<file path="config.mk">
export PLATFORM = sky130hd
export DESIGN_NAME = param_counter_flat
export DESIGN_NICKNAME = d
export VERILOG_FILES = /design/src/rtl/param_counter_pkg.sv /design/src/rtl/param_counter_if.sv /design/src/rtl/param_counter_prescaler.sv /design/src/rtl/param_counter.sv /design/src/flat_wrapper.sv
export SDC_FILE = /design/constraint.sdc
export NUM_CORES = 1
export LEC_CHECK = 0
export ABC_AREA = 1
export BUFFER_PORTS_ARGS = -buffer_cell sky130_fd_sc_hd__buf_2
export CORE_MARGIN = 2
export CORE_UTILIZATION = 50
export CTS_CLUSTER_DIAMETER = 120
export CTS_CLUSTER_SIZE = 10
export DETAILED_ROUTE_END_ITERATION = 8
export GPL_TIMING_DRIVEN = 0
export PLACE_DENSITY = 0.77
export SYNTH_ARGS = -nofsm -noshare
export SYNTH_HDL_FRONTEND = slang
export SYNTH_SLANG_ARGS = --single-unit
</file>
<file path="constraint.sdc">
create_clock -name clk -period 2.1 [get_ports clk]
set_input_delay 0 -clock clk [delete_from_list [all_inputs] [get_ports clk]]
set_output_delay 0 -clock clk [all_outputs]
set_load 0.01 [all_outputs]
</file>
<file path="src/rtl/param_counter_pkg.sv">
// ---------------------------------------------------------------------------
// param_counter_pkg
// Shared definitions for the param_counter block:
//   mode_e          wrap / saturate boundary behaviour
//   *_MIN / *_MAX   legal ranges for WIDTH and PRESCALE
//   DEFAULT_*       default parameter values
//   max_for_width() largest value representable in a given width
// ---------------------------------------------------------------------------
package param_counter_pkg;

  typedef enum logic {
    MODE_WRAP     = 1'b0,
    MODE_SATURATE = 1'b1
  } mode_e;

  localparam int WIDTH_MIN        = 2;
  localparam int WIDTH_MAX        = 32;
  localparam int PRESCALE_MIN     = 2;
  localparam int PRESCALE_MAX     = 256;
  localparam int DEFAULT_WIDTH    = 8;
  localparam int DEFAULT_PRESCALE = 4;

  // 2**w - 1 computed in 64 bits so w = 32 does not overflow.
  function automatic logic [63:0] max_for_width(input int w);
    return (64'd1 << w) - 64'd1;
  endfunction

endpackage

</file>
<file path="src/rtl/param_counter_if.sv">
// ---------------------------------------------------------------------------
// param_counter_if
// Control and status bundle of param_counter.
//   en, up, clr, load, load_val, ovf_clr : driven by the master (user logic)
//   cnt, tc, ovf                         : driven by the slave (the counter)
// WIDTH must match the WIDTH parameter of the attached counter.
// ---------------------------------------------------------------------------
interface param_counter_if
  import param_counter_pkg::*;
#(
  parameter int WIDTH = DEFAULT_WIDTH
) ();

  logic             en;
  logic             up;
  logic             clr;
  logic             load;
  logic [WIDTH-1:0] load_val;
  logic             ovf_clr;
  logic [WIDTH-1:0] cnt;
  logic             tc;
  logic             ovf;

  modport master (
    output en, up, clr, load, load_val, ovf_clr,
    input  cnt, tc, ovf
  );

  modport slave (
    input  en, up, clr, load, load_val, ovf_clr,
    output cnt, tc, ovf
  );

endinterface

</file>
<file path="src/rtl/param_counter_prescaler.sv">
// ---------------------------------------------------------------------------
// param_counter_prescaler
// Counts enabled cycles and raises tick on every PRESCALE-th one, then wraps.
// Only instantiated when PARAM_COUNTER_PRESCALE_EN is defined.
// Ports:
//   clk      rising-edge clock
//   rst      synchronous active-high reset
//   en       count enable (only en=1 cycles advance the window)
//   restart  clears the window (driven by the counter's clr | load)
//   tick     combinational, 1 on the last cycle of a window while en=1
// ---------------------------------------------------------------------------
module param_counter_prescaler
  import param_counter_pkg::*;
#(
  parameter int PRESCALE = DEFAULT_PRESCALE
) (
  input  logic clk,
  input  logic rst,
  input  logic en,
  input  logic restart,
  output logic tick
);

  localparam int            PW   = $clog2(PRESCALE);
  localparam logic [PW-1:0] LAST = PW'(PRESCALE - 1);
  localparam logic [PW-1:0] ONE  = PW'(1);

  logic [PW-1:0] pcnt_q;

  assign tick = en & (pcnt_q == LAST);

  always_ff @(posedge clk) begin
    if (rst || restart) begin
      pcnt_q <= '0;
    end else if (en) begin
      pcnt_q <= tick ? '0 : pcnt_q + ONE;
    end
  end

endmodule

</file>
<file path="src/rtl/param_counter.sv">
// ---------------------------------------------------------------------------
// param_counter
// Up/down counter with wrap or saturate at 0 and MAX, clamped load, sticky
// overflow flag and a one-cycle terminal-count pulse.
// Optional feature: define PARAM_COUNTER_PRESCALE_EN to insert a prescaler so
// that only every PRESCALE-th enabled cycle steps the count.
// Ports:
//   clk  rising-edge clock
//   rst  synchronous active-high reset
//   bus  param_counter_if.slave (en, up, clr, load, load_val, ovf_clr in;
//        cnt, tc, ovf out, all outputs registered)
// Update priority per edge: rst > clr > load > step.
// ---------------------------------------------------------------------------
module param_counter
  import param_counter_pkg::*;
#(
  parameter int              WIDTH    = DEFAULT_WIDTH,
  parameter longint unsigned MAX      = max_for_width(WIDTH),
  parameter int              SATURATE = 0,
  parameter int              PRESCALE = DEFAULT_PRESCALE
) (
  input  logic                clk,
  input  logic                rst,
  param_counter_if.slave      bus
);

  // ---- parameter legality, rejected at elaboration ----
  if (WIDTH < WIDTH_MIN || WIDTH > WIDTH_MAX) begin : g_bad_width
    $error("param_counter: WIDTH=%0d outside %0d..%0d", WIDTH, WIDTH_MIN, WIDTH_MAX);
  end
  if (MAX < 1 || MAX > max_for_width(WIDTH)) begin : g_bad_max
    $error("param_counter: MAX=%0d outside 1..2**WIDTH-1", MAX);
  end
  if (SATURATE != 0 && SATURATE != 1) begin : g_bad_saturate
    $error("param_counter: SATURATE=%0d must be 0 or 1", SATURATE);
  end
  if (PRESCALE < PRESCALE_MIN || PRESCALE > PRESCALE_MAX) begin : g_bad_prescale
    $error("param_counter: PRESCALE=%0d outside %0d..%0d", PRESCALE, PRESCALE_MIN, PRESCALE_MAX);
  end

  localparam mode_e          MODE    = (SATURATE != 0) ? MODE_SATURATE : MODE_WRAP;
  // All arithmetic runs one bit wider than the count so MAX = 2**WIDTH-1
  // compares and increments without truncation.
  localparam logic [WIDTH:0] MAX_EXT = (WIDTH+1)'(MAX);
  localparam logic [WIDTH:0] ONE_EXT = (WIDTH+1)'(1);

  logic [WIDTH-1:0] cnt_q;
  logic             tc_q;
  logic             ovf_q;

  logic [WIDTH:0]   cnt_ext;
  logic [WIDTH:0]   load_ext;
  logic [WIDTH:0]   next_ext;
  logic             clamp;
  logic             boundary;
  logic             ovf_set;
  logic             tick;
  logic             unused_carry;

  // ---- step qualifier ----
`ifdef PARAM_COUNTER_PRESCALE_EN
  logic restart;
  assign restart = bus.clr | bus.load;

  param_counter_prescaler #(
    .PRESCALE (PRESCALE)
  ) u_prescaler (
    .clk     (clk),
    .rst     (rst),
    .en      (bus.en),
    .restart (restart),
    .tick    (tick)
  );
`else
  assign tick = 1'b1;
`endif

  // ---- next-state computation ----
  always_comb begin
    // NOTE: every signal written here gets a default first, so no branch can
    // leave one unassigned and infer a latch.
    cnt_ext  = {1'b0, cnt_q};
    load_ext = {1'b0, bus.load_val};
    clamp    = load_ext > MAX_EXT;
    boundary = 1'b0;
    ovf_set  = 1'b0;
    next_ext = cnt_ext;

    if (bus.clr) begin
      next_ext = '0;
    end else if (bus.load) begin
      next_ext = clamp ? MAX_EXT : load_ext;
      ovf_set  = clamp;
    end else if (bus.en && tick) begin
      if (bus.up) begin
        if (cnt_ext == MAX_EXT) begin
          // In saturate mode a held count still reports every attempt.
          boundary = 1'b1;
          next_ext = (MODE == MODE_SATURATE) ? MAX_EXT : '0;
        end else begin
          next_ext = cnt_ext + ONE_EXT;
        end
      end else begin
        if (cnt_ext == '0) begin
          boundary = 1'b1;
          next_ext = (MODE == MODE_SATURATE) ? '0 : MAX_EXT;
        end else begin
          next_ext = cnt_ext - ONE_EXT;
        end
      end
      ovf_set = boundary;
    end
  end

  // next_ext never exceeds MAX, so its top bit is always zero.
  assign unused_carry = next_ext[WIDTH];

  // ---- state ----
  always_ff @(posedge clk) begin
    // NOTE: sequential state uses non-blocking assignments so every flop in
    // the block samples the pre-edge values.
    if (rst) begin
      cnt_q <= '0;
      tc_q  <= 1'b0;
      ovf_q <= 1'b0;
    end else begin
      cnt_q <= next_ext[WIDTH-1:0];
      tc_q  <= boundary;
      // A new set beats a simultaneous ovf_clr.
      ovf_q <= ovf_set | (ovf_q & ~bus.ovf_clr);
    end
  end

  assign bus.cnt = cnt_q;
  assign bus.tc  = tc_q;
  assign bus.ovf = ovf_q;

endmodule

</file>
<file path="src/flat_wrapper.sv">
// flat-port wrapper written by rule: the top's interface ports become plain ports
module param_counter_flat import param_counter_pkg::*;
#(
  parameter int              WIDTH    = DEFAULT_WIDTH,
  parameter longint unsigned MAX      = max_for_width(WIDTH),
  parameter int              SATURATE = 0,
  parameter int              PRESCALE = DEFAULT_PRESCALE
)
  (clk, rst, bus_en, bus_up, bus_clr, bus_load, bus_load_val, bus_ovf_clr, bus_cnt, bus_tc, bus_ovf);
  param_counter_if #(.WIDTH(WIDTH)) bus_i ();
  input  logic clk;
  input  logic rst;
  input wire logic [$bits(bus_i.en)-1:0] bus_en;
  input wire logic [$bits(bus_i.up)-1:0] bus_up;
  input wire logic [$bits(bus_i.clr)-1:0] bus_clr;
  input wire logic [$bits(bus_i.load)-1:0] bus_load;
  input wire logic [$bits(bus_i.load_val)-1:0] bus_load_val;
  input wire logic [$bits(bus_i.ovf_clr)-1:0] bus_ovf_clr;
  output wire logic [$bits(bus_i.cnt)-1:0] bus_cnt;
  output wire logic [$bits(bus_i.tc)-1:0] bus_tc;
  output wire logic [$bits(bus_i.ovf)-1:0] bus_ovf;
  assign bus_i.en = bus_en;
  assign bus_i.up = bus_up;
  assign bus_i.clr = bus_clr;
  assign bus_i.load = bus_load;
  assign bus_i.load_val = bus_load_val;
  assign bus_i.ovf_clr = bus_ovf_clr;
  assign bus_cnt = bus_i.cnt;
  assign bus_tc = bus_i.tc;
  assign bus_ovf = bus_i.ovf;
  param_counter #(.WIDTH(WIDTH), .MAX(MAX), .SATURATE(SATURATE), .PRESCALE(PRESCALE)) u_core (.clk(clk), .rst(rst), .bus(bus_i));
endmodule
</file>
# --- After elaboration in Yosys (flattened, before gate mapping) ---
# Index checks and enable logic that the tools add are counted.
totals:
  register_bits: 10
  in_bits: 15
  out_inout_bits: 10
  elab_cells: 23
classes:
  addsub: 2
  n_eq_ne: 1
  n_mux: 11
  n_bitwise: 3
  n_reduce_logical: 3
ops:
  columns: ["cell", "count"]
  rows:
  - ["two-way mux 8 bit", 5]
  - ["adder 8 x 1 -> 8 bit (second input constant)", 1]
  - ["equality test 8 bit (second input constant)", 1]
  - ["zero test 8 bit", 1]
  - ["subtractor 8 x 1 -> 8 bit (second input constant)", 1]
  - ["two-way mux 1 bit", 6]
  - ["nonzero test 2 bit", 1]
  - ["OR reduction 2 bit", 1]
  - ["AND 1 bit", 1]
  - ["inverter 1 bit", 1]
  - ["OR 1 bit", 1]

# --- Logic depth before layout (Yosys ltp) ---
# Gate-level depths: netlist (run 1).
depth:
  ltp_word: 7
  depth_mapped: 10
  ltp_nobuf: 10

# --- Least setup slack after synthesis (run 1) ---
# Ideal clock, no wire load.
synth_path:
  path_type: "register to register"
  startpoint: "reg u_core.cnt_q[1] (netlist: u_core.bus.cnt[1])"
  endpoint: "reg u_core.cnt_q[6] (netlist: u_core.bus.cnt[6])"
  setup_time_ns: 0.122
  t_arrival_ns: 1.264
  t_required_ns: 1.978
  setup_slack_ns: 0.715
  stages_incl_launch_ff: 11
  n_path_buf: 0
  period_less_slack_ns: 1.385
  path_cell_list: "dfxtp_1 > ha_1 > nand2_1 > nor2_2 > nand3_1 > nand2_1 > nand2_1 > nand2_1 > nand2_1 > nand2_1 > a21oi_2"
synth_via:
  elab_chain_cells: 5
  elab_cells_between_ends: 9
  classes_between: "2 x add/sub; 1 x eq/ne; 5 x mux; 1 x reduce/logical"
synth_lines:
  columns: ["element", "line_no", "rtl"]
  rows:
  - ["start: declaration", "param_counter.sv:47", "logic [WIDTH-1:0] cnt_q;"]
  - ["start signal: assignment", "param_counter.sv:127", "cnt_q <= next_ext[WIDTH-1:0];"]
  - ["subtractor 8 x 1 -> 8 bit, or another cell as far along", "param_counter.sv:108", "next_ext = cnt_ext - ONE_EXT;"]
  - ["two-way mux 8 bit, on equally long branches", "param_counter.sv:104, param_counter.sv:96", null]
  - ["two-way mux 8 bit *", "param_counter.sv:95", "if (bus.up) begin"]
  - ["two-way mux 8 bit *", "param_counter.sv:94", "end else if (bus.en && tick) begin"]
  - ["two-way mux 8 bit *", "param_counter.sv:91", "end else if (bus.load) begin"]
# Mark *: on every way between the ends. The rest lies on a longest branch, timed or not. The select of a mux whose other input is x is not followed.
# A chain may end at the register's enable or synchronous reset.

# --- Worst setup path in the final report (run 1) ---
layout_path:
  startpoint: "reg u_core.cnt_q[0] (netlist: u_core.bus.cnt[0])"
  endpoint: "reg u_core.ovf_q (netlist: u_core.bus.ovf)"
layout_via:
  elab_chain_cells: 7
  elab_cells_between_ends: 9
  classes_between: "1 x eq/ne; 6 x mux; 1 x bitwise; 1 x reduce/logical"
layout_lines:
  columns: ["element", "line_no", "rtl"]
  rows:
  - ["equality test 8 bit or zero test 8 bit (tied branches)", "param_counter.sv:96, param_counter.sv:104", null]
  - ["two-way mux 1 bit, on equally long branches", "param_counter.sv:96, param_counter.sv:104", null]
  - ["two-way mux 1 bit *", "param_counter.sv:95", null]
  - ["two-way mux 1 bit *", "param_counter.sv:94", null]
  - ["two-way mux 1 bit *", "param_counter.sv:91", null]
  - ["two-way mux 1 bit *", "param_counter.sv:89", "if (bus.clr) begin"]
  - ["OR 1 bit *", "param_counter.sv:130", "ovf_q <= ovf_set | (ovf_q & ~bus.ovf_clr);"]
  - ["end signal: assignment", "param_counter.sv:130", null]
  - ["end: declaration", "param_counter.sv:49", "logic ovf_q;"]
# Mark *: on every way between the ends. The rest lies on a longest branch, timed or not.

==> results of run 1 <==
## state kept, by name, summed over array words and instances, names as in the netlist
register        flops
u_core.bus.cnt      8
u_core.bus.ovf      1
u_core.bus.tc       1
## timing repair
action | in CTS | in global routing
setup endpoints to repair | 0 | 1
hold buffers | 2 | 0
gates resized for setup | 0 | 1
hold endpoints to repair | 1 | 0
## cell families after synthesis
| kind of cell | synth area share, % |
|---|---|
| compound gates | 15.50 |
| xor+xnor | 5.022 |
| fa+ha+maj | 4.305 |
| buf+inv | 11.05 |
| flops | 22.96 |
| simple gates | 41.18 |
## cell type report
cell class              instances  area (um2)
plain buffers                   3       21.27
clock buffers                   3       22.52
fillers                       160       631.9
inverters                      20       75.07
multi-input cells             104       575.6
flip-flops and latches         10       201.4
well taps                      17       21.27
repair buffers                 26       140.1
## power by group
| group | switching [mW] | internal [mW] |
|---|---|---|
| clock | 0.0633 | 0.0660 |
| sequential | 0.0134 | 0.198 |
| combinational | 0.100 | 0.0708 |
## through the flow
stage / area, um2 / power (mW)
after global placement: 1013 / 0.3794
after CTS: 1056 / 0.5148
final: 1057 / 0.5121
after detailed placement: 1013 / 0.3840
after global routing: 1057 / 0.5521
after floorplan: 872.1 / 0.3359
## layer usage
metal / vias up / global-route usage, %
met5: - / 0
met4: 0 / 10.86
met3: 4 / 3.175
met2: 30 / 32.68
met1: 421 / 31.08
li1: 505 / -
## Yosys cell counts, drive strengths merged, types with 3 or more instances
| library cell | count | area (um2) |
|---|---|---|
| nand2 | 39 | 151.4 |
| inv | 20 | 75.07 |
| nor2 | 19 | 91.34 |
| nand3 | 14 | 75.07 |
| dfxtp | 10 | 200.2 |
| a21oi | 7 | 50.04 |
| a22oi | 3 | 22.52 |
| buf | 3 | 21.27 |
| ha | 3 | 37.54 |
| nand4 | 3 | 18.77 |
| o21ai | 3 | 15.01 |
| xnor2 | 3 | 26.28 |
## final timing paths
| kind | from | to | slack (ns) | cells past startpoint |
|---|---|---|---|---|
| worst max-delay path | u_core.bus.cnt[0]$_SDFFE_PP0P_ | u_core.bus.ovf$_SDFF_PP0_ | 0.15 | 9 |
| worst min-delay path | bus_load_val[1] | u_core.bus.cnt[1]$_SDFFE_PP0P_ | -0.004 | 3 |
| worst max register to register | u_core.bus.cnt[0]$_SDFFE_PP0P_ | u_core.bus.ovf$_SDFF_PP0_ | 0.15 | 9 |
| worst min register to register | u_core.bus.cnt[1]$_SDFFE_PP0P_ | u_core.bus.cnt[1]$_SDFFE_PP0P_ | 0.55 | 2 |
## worst reg2reg max path, delay by kind of cell, from the launching register on
kind	cells	cell delay [ns]
fa+ha+maj	1	0.20
buf+inv	4	0.85
flops	1	0.35
compound gates	1	0.09
simple gates	3	0.43
==> impl_metrics.ini, run 1 <==
[status]
outcome = finished, violations left
violations = hold timing

[route]
drt-wirelength-per-cell_um = 11.26
via_per_inst = 5.246
drcViolationCount = 0
route.met3.wl_um = 108
drt_iter0_markers = 24
firstDrtPassIters = 4
via_count = 960
ant_nets = 0
highest_layer = met4
met1_length_um = 962
wirelength_um = 2061
dr_wl_met2_um = 956

[grt]
grt_start_max_net_pins = 11
antenna_found_initial = 0
grt_usage_pct = 22.08
grt_pass1_vias = 820
grt.overflow.total = 0
grt_pass1_wl_um = 3346

[synthesis]
synth_edf_count = 0
synth_area_per_cell_um2 = 6.366
synthDistinctLibCells = 28
synthCells = 137
synth_flop_cell = dfxtp_1
syn_nets = 155
ys_seq_area_share_pct = 22.96
yosys_warnings = 0
ys_ff_latch = 10
netlist_area_um2 = 872.1
async_flop_share_pct = 0

[worst_setup_path]
cp_max_fo = 6
required_ns = 2.31
cp_cell_sequence = inv_1, ha_1, nand2_1, nor3_4, inv_2, nand2_1, inv_2, o32ai_1, dlygate4sd3_1
path_delay_family = buffers and inverters
start_kind = register
end_kind = register
critPathKind = reg -> reg
slowest_stage = dlygate4sd3_1
arrival_ns = 2.17
crit_buf_inv = 4
max_stage_delay_ns = 0.57

[timing]
max_slew_margin_pct = 63.32
holdWs_ns = -0.003835
fin_crit_ns = 1.955
drv_slew = 0
worstMarginPinSlew_ns = 0.5481
finalCritPeriodShare_pct = 93.08
hold_viol = 1
max_freq_mhz = 511.6
setup_viol = 0
skew_ns = 0.008743
layout_setup_ws_ns = 0.1453
final.setup.tns_ns = 0
rsz0062_at_grt = no

[floorplanning]
die_width_um = 45.77
die_area_mm2 = 0.002094
io_pins = 25
core_mm2 = 0.001689
die_y_um = 45.77
core.rowCount = 15
start_util_pct = 51.63

[layout]
syn_to_final_growth_pct = 21.23
antenna_cells = 0
fin_util_pct = 62.59
layout-drive-gt1-share_pct = 30.72
stdcell_count = 183
final_cell_mix = nand2_1, buf_2, inv_1
final_common_cell = nand2_1
nets = 186

[cts]
cts_setup_buffers = 0
cts_buffer_depth = 2
tritoncts = done
clock_tree.root_cell = clkbuf_4
clkTransAtPathRegs_ns = 0.07
cts_inserted_buffers = 3
clk_latency_ns = 0.26
htree_num_levels = 1
cts_num_sinks = 10

[pwr]
leakagePower_nw = 0.5448
powerDensity_mw_per_mm2 = 484.4
vdd_ir_drop_max_uv = 356.8

[place]
pre_cts_ws_ns = 0.5875
io_buffer_count = 24
dp.cells = 178
hpwl_um = 1622
gp_congestion = 0.8196

[flow_run]
maxCapViolations = 0

[min_path]
hold_class = in -> reg
Note: power is estimated with default switching activity, not from simulation.
==> run 2: changes to the inputs <==
HOLD_SLACK_MARGIN = 0.02   (was unset)
==> impl_metrics.ini, run 2 (synthesized netlist as in run 1, its figures left out) <==
[worst_setup_path]
r2r_slack_ns = 0.14
cp_max_fo = 6
max_stage_delay_ns = 0.57
required_ns = 2.31
path_delay_family = buffers and inverters
end_kind = register
rr_startpoint = u_core.bus.cnt[0]$_SDFFE_PP0P_
crit_cells = 9
crit_end = u_core.bus.ovf$_SDFF_PP0_
crit_buf_inv = 4
slowest_stage = dlygate4sd3_1
r2r-end = u_core.bus.ovf$_SDFF_PP0_
setup.worst_path.start = u_core.bus.cnt[0]$_SDFFE_PP0P_
arrival_ns = 2.17
critPathKind = reg -> reg
rr_worst_depth = 9
start_kind = register
cp_cell_sequence = inv_1, ha_1, nand2_1, nor3_4, inv_2, nand2_1, inv_2, o32ai_1, dlygate4sd3_1

[route]
drcViolationCount = 0
met1_length_um = 977
firstDrtPassIters = 4
ant_nets = 0
dr_wl_met2_um = 982
drt-wirelength-per-cell_um = 11.35
highest_layer = met4
drt_iter0_markers = 24
wirelength_um = 2088
via_count = 967
via_per_inst = 5.255
route.met3.wl_um = 94

[floorplanning]
io_pins = 25
die_y_um = 45.77
die_width_um = 45.77
die_area_mm2 = 0.002094
core.rowCount = 15
start_util_pct = 51.63
core_mm2 = 0.001689

[layout]
layout-drive-gt1-share_pct = 30.54
nets = 187
final_common_cell = nand2_1
syn_to_final_growth_pct = 22.38
largest_reg_flops = 8
regArea_um2 = 201.4
multiInputGateArea_um2 = 575.6
antenna_cells = 0
fin_util_pct = 63.19
nFillCells = 159
final_cell_mix = nand2_1, buf_2, inv_1

[timing]
fin_crit_ns = 1.957
finalCritPeriodShare_pct = 93.19
rsz0062_at_grt = no
max_freq_mhz = 511.0
final.setup.tns_ns = 0
skew_ns = 0.009478
setup_viol = 0
drv_slew = 0
worstMarginPinSlew_ns = 0.5347
max_slew_margin_pct = 64.22
hold_viol = 0

[min_path]
hold_class = in -> reg

[cts]
cts_buffer_depth = 2
cts_num_sinks = 10
clock_tree.root_cell = clkbuf_4
cts_setup_buffers = 0
tritoncts = done
cts_inserted_buffers = 3
clkTransAtPathRegs_ns = 0.07
htree_num_levels = 1
clk_latency_ns = 0.26

[pwr]
total_power_mw = 0.5141
vdd_ir_drop_max_uv = 345.6
leakagePower_nw = 0.5490
powerDensity_mw_per_mm2 = 481.7

[grt]
grt.overflow.total = 0
grt_pass1_wl_um = 3436
grt_pass1_vias = 849
grt_usage_pct = 22.65
grt_start_max_net_pins = 11
antenna_found_initial = 0

[place]
hpwl_um = 1622
io_buffer_count = 24
gp_congestion = 0.8196

[status]
outcome = completed

[flow_run]
maxCapViolations = 0
run 2: cell count changes in the layout (fill, tap and decap cells not counted):
cell | previous run | this run
dlygate4sd3_1 | 2 | 3
run 2: layer usage:
metal / up-vias / GRT usage [%]
met1: 428 / 31.08
met5: - / 0
li1: 508 / -
met3: 4 / 3.175
met4: 0 / 10.86
met2: 27 / 34.65
run 2: worst min-delay path by stage:
stage / slack (ns) / cells past startpoint / end / start
after global routing: 0.05 / 4 / u_core.bus.cnt[4]$_SDFFE_PP0P_ / bus_clr
after global placement: 0.20 / 2 / u_core.bus.ovf$_SDFF_PP0_ / bus_ovf_clr
after floorplan: 0.10 / 1 / u_core.bus.ovf$_SDFF_PP0_ / bus_ovf_clr
after CTS: 0.03 / 4 / u_core.bus.cnt[4]$_SDFFE_PP0P_ / bus_clr
final: 0.04 / 4 / u_core.bus.cnt[4]$_SDFFE_PP0P_ / bus_clr
after detailed placement: 0.20 / 2 / u_core.bus.ovf$_SDFF_PP0_ / bus_ovf_clr
run 2: through the flow:
step	hold WS (ns)	setup slack [ns]	instance area [um2]	cells
2_1_floorplan	0.1036	0.7149	872.1	137
3_3_place_gp	0.1981	0.5933	1013	178
3_5_place_dp	0.2016	0.5875	1013	178
4_1_cts	0.03225	0.1422	1066	184
5_1_grt	0.05476	0.01538	1067	184
6_report	0.04211	0.1430	1067	184
run 2: repair_timing:
| item | CTS | global route |
|---|---|---|
| setup endpoints to repair | 0 | 1 |
| hold buffers | 3 | 0 |
| endpoints found under the hold margin | 2 | 0 |
| gates resized for setup | 0 | 1 |
run 2: power by group:
group | internal [mW] | total, mW | switching [mW]
combinational | 0.0720 | 0.172 | 0.100
sequential | 0.198 | 0.212 | 0.0134
clock | 0.0660 | 0.130 | 0.0639
total | 0.337 | 0.514 | 0.178
run 2: worst reg2reg max path: stages, from the launching register on:
cell           delay [ns]
dfxtp_1              0.35
inv_1                0.18
ha_1                 0.20
nand2_1              0.09
nor3_4               0.26
inv_2                0.06
nand2_1              0.08
inv_2                0.04
o32ai_1              0.09
dlygate4sd3_1        0.57
run 2: area by class of cell:
cell class	instances	share of cell area [%]
buffer	3	1.993
clock buffer	3	2.110
inverter	20	7.034
multi-input combinational	104	53.93
sequential	10	18.87
tap	17	1.993
timing repair buffer	27	14.07
